<file path="src/rtl/s_decode_pkg.sv">
// Shared types and instruction-decode helpers for the decode stage.
// Opcode/funct constants cover only the fields the stage inspects.
package s_decode_pkg;

   typedef enum logic [1:0] {
      EMPTY = 2'd0,
      READ  = 2'd1,
      ISSUE = 2'd2
   } dec_state_t;

   localparam logic [5:0] OP_RTYPE  = 6'h00;
   localparam logic [5:0] OP_REGIMM = 6'h01;
   localparam logic [5:0] OP_J      = 6'h02;
   localparam logic [5:0] OP_JAL    = 6'h03;
   localparam logic [5:0] OP_BEQ    = 6'h04;
   localparam logic [5:0] OP_BGTZ   = 6'h07;
   localparam logic [5:0] OP_ANDI   = 6'h0C;
   localparam logic [5:0] OP_XORI   = 6'h0E;
   localparam logic [5:0] OP_SB     = 6'h28;
   localparam logic [5:0] OP_SW     = 6'h2B;

   localparam logic [5:0] FN_JR     = 6'h08;
   localparam logic [5:0] FN_MULT   = 6'h18;
   localparam logic [5:0] FN_DIVU   = 6'h1B;

   localparam logic [4:0] REG_RA    = 5'd31;

   // Logical immediates (andi/ori/xori) zero-extend; everything else sign-extends.
   function automatic logic [31:0] decode_imm(input logic [31:0] instr);
      logic [5:0] op;
      op = instr[31:26];
      if (op >= OP_ANDI && op <= OP_XORI)
         return {16'h0000, instr[15:0]};
      return {{16{instr[15]}}, instr[15:0]};
   endfunction

   function automatic logic [4:0] decode_dest(input logic [31:0] instr);
      logic [4:0] dest;
      case (instr[31:26])
         OP_RTYPE: dest = instr[15:11];
         OP_JAL:   dest = REG_RA;
         default:  dest = instr[20:16];
      endcase
      return dest;
   endfunction

   function automatic logic decode_reg_write(input logic [31:0] instr);
      logic [5:0] op;
      logic [5:0] fn;
      logic       no_write;
      op = instr[31:26];
      fn = instr[5:0];
      no_write = (op == OP_REGIMM) || (op == OP_J)
              || (op >= OP_BEQ && op <= OP_BGTZ)
              || (op >= OP_SB && op <= OP_SW)
              || (op == OP_RTYPE && (fn == FN_JR || (fn >= FN_MULT && fn <= FN_DIVU)));
      return !no_write && (decode_dest(instr) != 5'd0);
   endfunction

endpackage

</file>
<file path="src/rtl/s_decode_stage_bypass.sv">
// Per-operand writeback bypass: override register, address match and output mux.
// Once in ISSUE the register-file value is also captured so a stalled operand stays put.
module s_operand_bypass
   import s_decode_pkg::*;
(
   input  logic        clk,
   input  logic        rst,
   input  logic        en,
   input  logic        clear,
   input  logic        track,
   input  logic        load_rf,
   input  logic [4:0]  addr,
   input  logic        wb_we,
   input  logic [4:0]  wb_addr,
   input  logic [31:0] wb_data,
   input  logic [31:0] rf_data,
   output logic [31:0] operand
);

   logic        ovr_valid;
   logic [31:0] ovr_data;
   logic        match;

   assign match = track && wb_we && (wb_addr == addr) && (addr != 5'd0);

   always_ff @(posedge clk) begin
      if (!rst) begin
         ovr_valid <= 1'b0;
         ovr_data  <= '0;
      end else if (en) begin
         if (clear) begin
            ovr_valid <= 1'b0;
            ovr_data  <= '0;
         end else if (match) begin
            ovr_valid <= 1'b1;
            ovr_data  <= wb_data;
         end else if (load_rf && !ovr_valid) begin
            ovr_valid <= 1'b1;
            ovr_data  <= rf_data;
         end
      end
   end

   assign operand = (addr == 5'd0) ? 32'h0 : (ovr_valid ? ovr_data : rf_data);

endmodule

</file>
<file path="src/rtl/s_decode_stage.sv">
// Decode stage: holds one fetched instruction, reads its operands, and issues
// the decoded fields to execute with a valid/ready handshake.
//
//   state | meaning
//   EMPTY | no instruction held; ready to accept from fetch
//   READ  | register-file read in flight for the held instruction
//   ISSUE | decoded instruction presented to execute, waiting for ex_ready
module s_decode_stage
   import s_decode_pkg::*;
(
   input  logic        clk,
   input  logic        rst,
   input  logic        en,
   input  logic        if_valid,
   input  logic [31:0] if_instr,
   input  logic [31:0] if_pc,
   output logic        id_ready,
   input  logic        flush,
   output logic        rf_rd,
   output logic [4:0]  rf_read_address_1,
   output logic [4:0]  rf_read_address_2,
   input  logic [31:0] rf_read_data_1,
   input  logic [31:0] rf_read_data_2,
   input  logic        wb_we,
   input  logic [4:0]  wb_addr,
   input  logic [31:0] wb_data,
   output logic        ex_valid,
   input  logic        ex_ready,
   output logic [31:0] ex_rs_data,
   output logic [31:0] ex_rt_data,
   output logic [31:0] ex_imm,
   output logic [31:0] ex_pc,
   output logic [5:0]  ex_opcode,
   output logic [5:0]  ex_funct,
   output logic [4:0]  ex_dest,
   output logic        ex_reg_write
);

   dec_state_t  state, state_d;
   logic [31:0] instr_q, pc_q;
   logic        load, clear_ovr, track, load_rf;

   always_ff @(posedge clk) begin
      if (!rst) begin
         state   <= EMPTY;
         instr_q <= '0;
         pc_q    <= '0;
      end else if (en) begin
         state <= state_d;
         if (load) begin
            instr_q <= if_instr;
            pc_q    <= if_pc;
         end
      end
   end

   always_comb begin
      state_d   = state;
      load      = 1'b0;
      clear_ovr = 1'b0;
      if (en) begin
         if (flush) begin
            state_d   = EMPTY;
            clear_ovr = 1'b1;
         end else begin
            case (state)
               EMPTY: begin
                  if (if_valid) begin
                     load    = 1'b1;
                     state_d = READ;
                  end
               end
               READ: state_d = ISSUE;
               ISSUE: begin
                  if (ex_ready) begin
                     clear_ovr = 1'b1;
                     if (if_valid) begin
                        load    = 1'b1;
                        state_d = READ;
                     end else begin
                        state_d = EMPTY;
                     end
                  end
               end
               default: state_d = EMPTY;
            endcase
         end
      end
   end

   // Ready is withheld during a flush so fetch never sees a dropped handshake.
   assign id_ready = rst && en && !flush
                  && ((state == EMPTY) || ((state == ISSUE) && ex_ready));
   assign rf_rd    = rst && en && (state == READ);
   assign ex_valid = rst && (state == ISSUE);

   assign rf_read_address_1 = instr_q[25:21];
   assign rf_read_address_2 = instr_q[20:16];

   assign track   = (state == READ) || (state == ISSUE);
   assign load_rf = (state == ISSUE);

   s_operand_bypass u_bypass_rs (
      .clk     (clk),
      .rst     (rst),
      .en      (en),
      .clear   (clear_ovr),
      .track   (track),
      .load_rf (load_rf),
      .addr    (instr_q[25:21]),
      .wb_we   (wb_we),
      .wb_addr (wb_addr),
      .wb_data (wb_data),
      .rf_data (rf_read_data_1),
      .operand (ex_rs_data)
   );

   s_operand_bypass u_bypass_rt (
      .clk     (clk),
      .rst     (rst),
      .en      (en),
      .clear   (clear_ovr),
      .track   (track),
      .load_rf (load_rf),
      .addr    (instr_q[20:16]),
      .wb_we   (wb_we),
      .wb_addr (wb_addr),
      .wb_data (wb_data),
      .rf_data (rf_read_data_2),
      .operand (ex_rt_data)
   );

   assign ex_opcode    = instr_q[31:26];
   assign ex_funct     = instr_q[5:0];
   assign ex_pc        = pc_q;
   assign ex_imm       = decode_imm(instr_q);
   assign ex_dest      = decode_dest(instr_q);
   assign ex_reg_write = decode_reg_write(instr_q);

endmodule

</file>
<file path="config.mk">
export PLATFORM = sky130hd
export DESIGN_NAME = s_decode_stage
export DESIGN_NICKNAME = d
export VERILOG_FILES = /design/src/rtl/s_decode_pkg.sv /design/src/rtl/s_decode_stage_bypass.sv /design/src/rtl/s_decode_stage.sv
export SDC_FILE = /design/constraint.sdc
export NUM_CORES = 1
export LEC_CHECK = 0
export ABC_AREA = 1
export CELL_PAD_IN_SITES_DETAIL_PLACEMENT = 0
export CELL_PAD_IN_SITES_GLOBAL_PLACEMENT = 1
export CORE_ASPECT_RATIO = 2
export CORE_MARGIN = 2
export CORE_UTILIZATION = 28
export CTS_CLUSTER_DIAMETER = 60
export DETAILED_ROUTE_END_ITERATION = 7
export HOLD_SLACK_MARGIN = 0.06
export MAX_ROUTING_LAYER = met4
export PLACE_DENSITY_LB_ADDON = 0.1
export RECOVER_POWER = 100
export SKIP_LAST_GASP = 1
export SLEW_MARGIN = 30
export SYNTH_ARGS = -nofsm -noshare
export SYNTH_HDL_FRONTEND = slang
export SYNTH_SLANG_ARGS = --single-unit
export TNS_END_PERCENT = 30
</file>
<file path="constraint.sdc">
create_clock -name clk -period 2.5 [get_ports clk]
set_clock_uncertainty 0.2 [all_clocks]
set_input_delay 0.5 -clock clk [delete_from_list [all_inputs] [get_ports clk]]
set_output_delay 0.5 -clock clk [all_outputs]
set_load 0.1 [all_outputs]
</file>
==> reports/qor.yml <==
placed_design:
  placedCellCount: 1879
  port_buffers: 330
  place_hpwl_microns: 23900
  place_area_sq_um: 12100
  place_congestion: 0.862
  dpl_worst_slack_ps: -105
layout:
  fillers: 2862
  post-route-util_pct: 48.2
  postLayoutCellArea_sq_um: 12900
  fin_nets: 1744
  stdcell_count: 1930
  layout-drive-gt1-share_pct: 20.8
  area_growth_syn_to_layout_pct: 70.3
  seqCellArea_sq_um: 2690
  multiInputGateArea_sq_um: 4230
cts:
  clk_latency_ps: 440
  cts_max_level: 4
  cts_tree: "built"
  cts_sinks: 132
  clkSlewWorstSetupHoldPaths_ps: 60
  cts.path.max_buffers: 2
  root_buffer: "clkbuf_16"
  cts_hold_buf: 0
  numCtsBuffers: 17
detailed_routing:
  num_vias: 9074
  first_iter_violations: 435
  first_pass_iters: 7
  avgViaCountPerCell: 4.70
  ant_nets: 0
  post_drt_wl_per_cell_microns: 17.2
  drc: 0
  wirelength_microns: 33200
floorplan:
  fp.dieArea_sq_um: 28500
  design.core.area_sq_um: 26800
  start_util_pct: 28.3
  fp.dieH_microns: 237
  fp.dieW_microns: 120
  pin_count: 331
  std_cell_rows: 85
timing:
  tightest_slew_ps: 856
  fmax_ghz: 0.381
  fin_crit_ps: 2630
  hold-worst-slack_ps: 264
  setup_ws_ps: -127
  fin_setup_tns_ps: -129
  fin_crit_sh_pct: 105
  relSlewSlack_pct: 42.9
  final_hold_viol_count: 0
  finalSetupViolCount: 2
  slew_viol_final: 0
  rsz0062_at_grt: "true"
outcome:
  failed_checks: "setup timing"
  status: "complete, but fails checks"
synthesis:
  yosysSeqAreaShare_pct: 34.9
  yosysWarnings: 0
  yosys.area.top_type: "dfxtp_1"
  synth_common_cells: "494 x nand2_1, 133 x nand3_1, 132 x dfxtp_1"
  synthFlopType: "dfxtp_1"
  syn_avg_cell_area_sq_um: 5.96
  synthesis.nets: 1448
  synth-edff-count: 0
  ys_types: 32
  synth_seq_cells: 132
  ys_async_sr_fraction_pct: 0
  netlist_area_sq_um: 7580
  synthTopCellsByArea: "dfxtp_1 35%, nand2_1 24%, nand3_1 8.8%"
  syn_inst: 1271
  yosysMostFrequentCell: "nand2_1"
  synth_top_area_share_pct: 34.9
pwr:
  vdd_drop_max_uv: 474
  p_leak_nw: 6.05
  power.density_nw_per_um2: 679
  p_total_mw: 8.76
global_routing:
  antenna_found_initial: 2
  grt_max_degree: 69
  grt_pass1_vias: 8872
  grt_pass1_wl_microns: 49800
  grt_overflow_total: 0
  grt_use_total_pct: 23.7
critical_path:
  endpoint_kind: "output pin"
  reg2regPathDepth: 11
  ff2ff_setup_slack_ps: 40
  critical_path_arrival_ps: 1930
  start_kind: "flop"
  r2r-end: "u_bypass_rs.ovr_data[10]"
  criticalPathCategory: "reg2out"
  r2r_start: "state[1]"
  path_max_fanout: 5
  required_ps: 1800
worst_hold_path:
  worstHoldStart: "u_bypass_rs.ovr_data[21]"
  holdPathStages: 2
  holdPathEnd: "u_bypass_rs.ovr_data[21]"
  hold_path_class: "reg2reg"
run:
  maxCapViolCount: 0
[report_power, final]
group	total [mW]	switching, mW	internal [mW]
Combinational	3.76	2.50	1.26
Clock	2.73	1.04	1.68
Sequential	2.28	0.0716	2.21
Total	8.76	3.62	5.15
[cell type report]
type                       instances  share of cell area [%]
sequential                       132                    20.8
timing repair inverter             1                  0.0388
multi-input combinational        931                    32.7
antenna                            2                  0.0388
clock inverter                    14                    1.54
tap                              348                    3.37
inverter                         103                    3.46
timing repair buffer             381                    34.7
clock buffer                      18                    3.33
[kinds of logic after synthesis]
logic type / Yosys count / synth area share [%]
and+or+nand+nor: 761 / 40.7
DFF: 132 / 34.9
xor gates and xnor gates: 3 / 0.347
adders and majority gates: 5 / 0.826
AOI/OAI and AO/OA: 162 / 11.2
buffers and inverters: 208 / 12.1
[layer usage]
| metal | wire length [microns] | global-route usage (%) | share of wire, % | vias up |
|---|---|---|---|---|
| li1 | - | - | - | 4553 |
| met1 | 11400 | 22.9 | 34 | 4143 |
| met2 | 18000 | 42.6 | 54 | 312 |
| met3 | 2180 | 5.66 | 6.5 | 66 |
| met4 | 1640 | 13.4 | 4.9 | 0 |
| met5 | 0 | - | 0 | - |
[worst max-delay path by stage]
stage                          endpoint   startpoint
5_1_grt                    ex_reg_write  instr_q[28]
3_3_place_gp   u_bypass_rs.ovr_data[20]        wb_we
4_1_cts                    ex_reg_write  instr_q[31]
6_report                   ex_reg_write  instr_q[30]
2_1_floorplan              ex_reg_write  instr_q[28]
3_5_place_dp   u_bypass_rt.ovr_data[26]        wb_we
[timing repair]
action                                  4_1_cts  5_1_grt
setup buffers                                 3        9
gates cloned                                  1        4
pin swaps                                     1        5
resized for setup                            18       37
endpoints found under the setup margin       77       98
[placed cells by master (no fill, tap or decap), types with 17 or more instances in the layout]
cell type        instances
clkbuf_2                70
nand3_1                130
o21ai_0                 48
nor2_1                 112
buf_4                   28
dfxtp_1                112
nand2_1                482
buf_12                 103
clkbuf_16               20
a21oi_1                 86
o21ai_1                 17
inv_1                   75
clkdlybuf4s50_1        170
[state kept, by name, indices dropped and copies added, names as in the netlist]
| signal | count |
|---|---|
| state | 2 |
| u_bypass_rt.ovr_valid | 1 |
| instr_q | 32 |
| u_bypass_rs.ovr_valid | 1 |
| u_bypass_rs.ovr_data | 32 |
| ex_pc | 32 |
| u_bypass_rt.ovr_data | 32 |
[critical path: stages, from the launching register on]
cell        delay (ps)
dfxtp_4            360
nor2_4             150
nand3b_1           180
nand2_4            130
o21a_1             160
clkinvlp_4         140
nor2_4             120
a21oi_4             70
buf_12             170
Note: power is estimated with default switching activity, not from simulation.
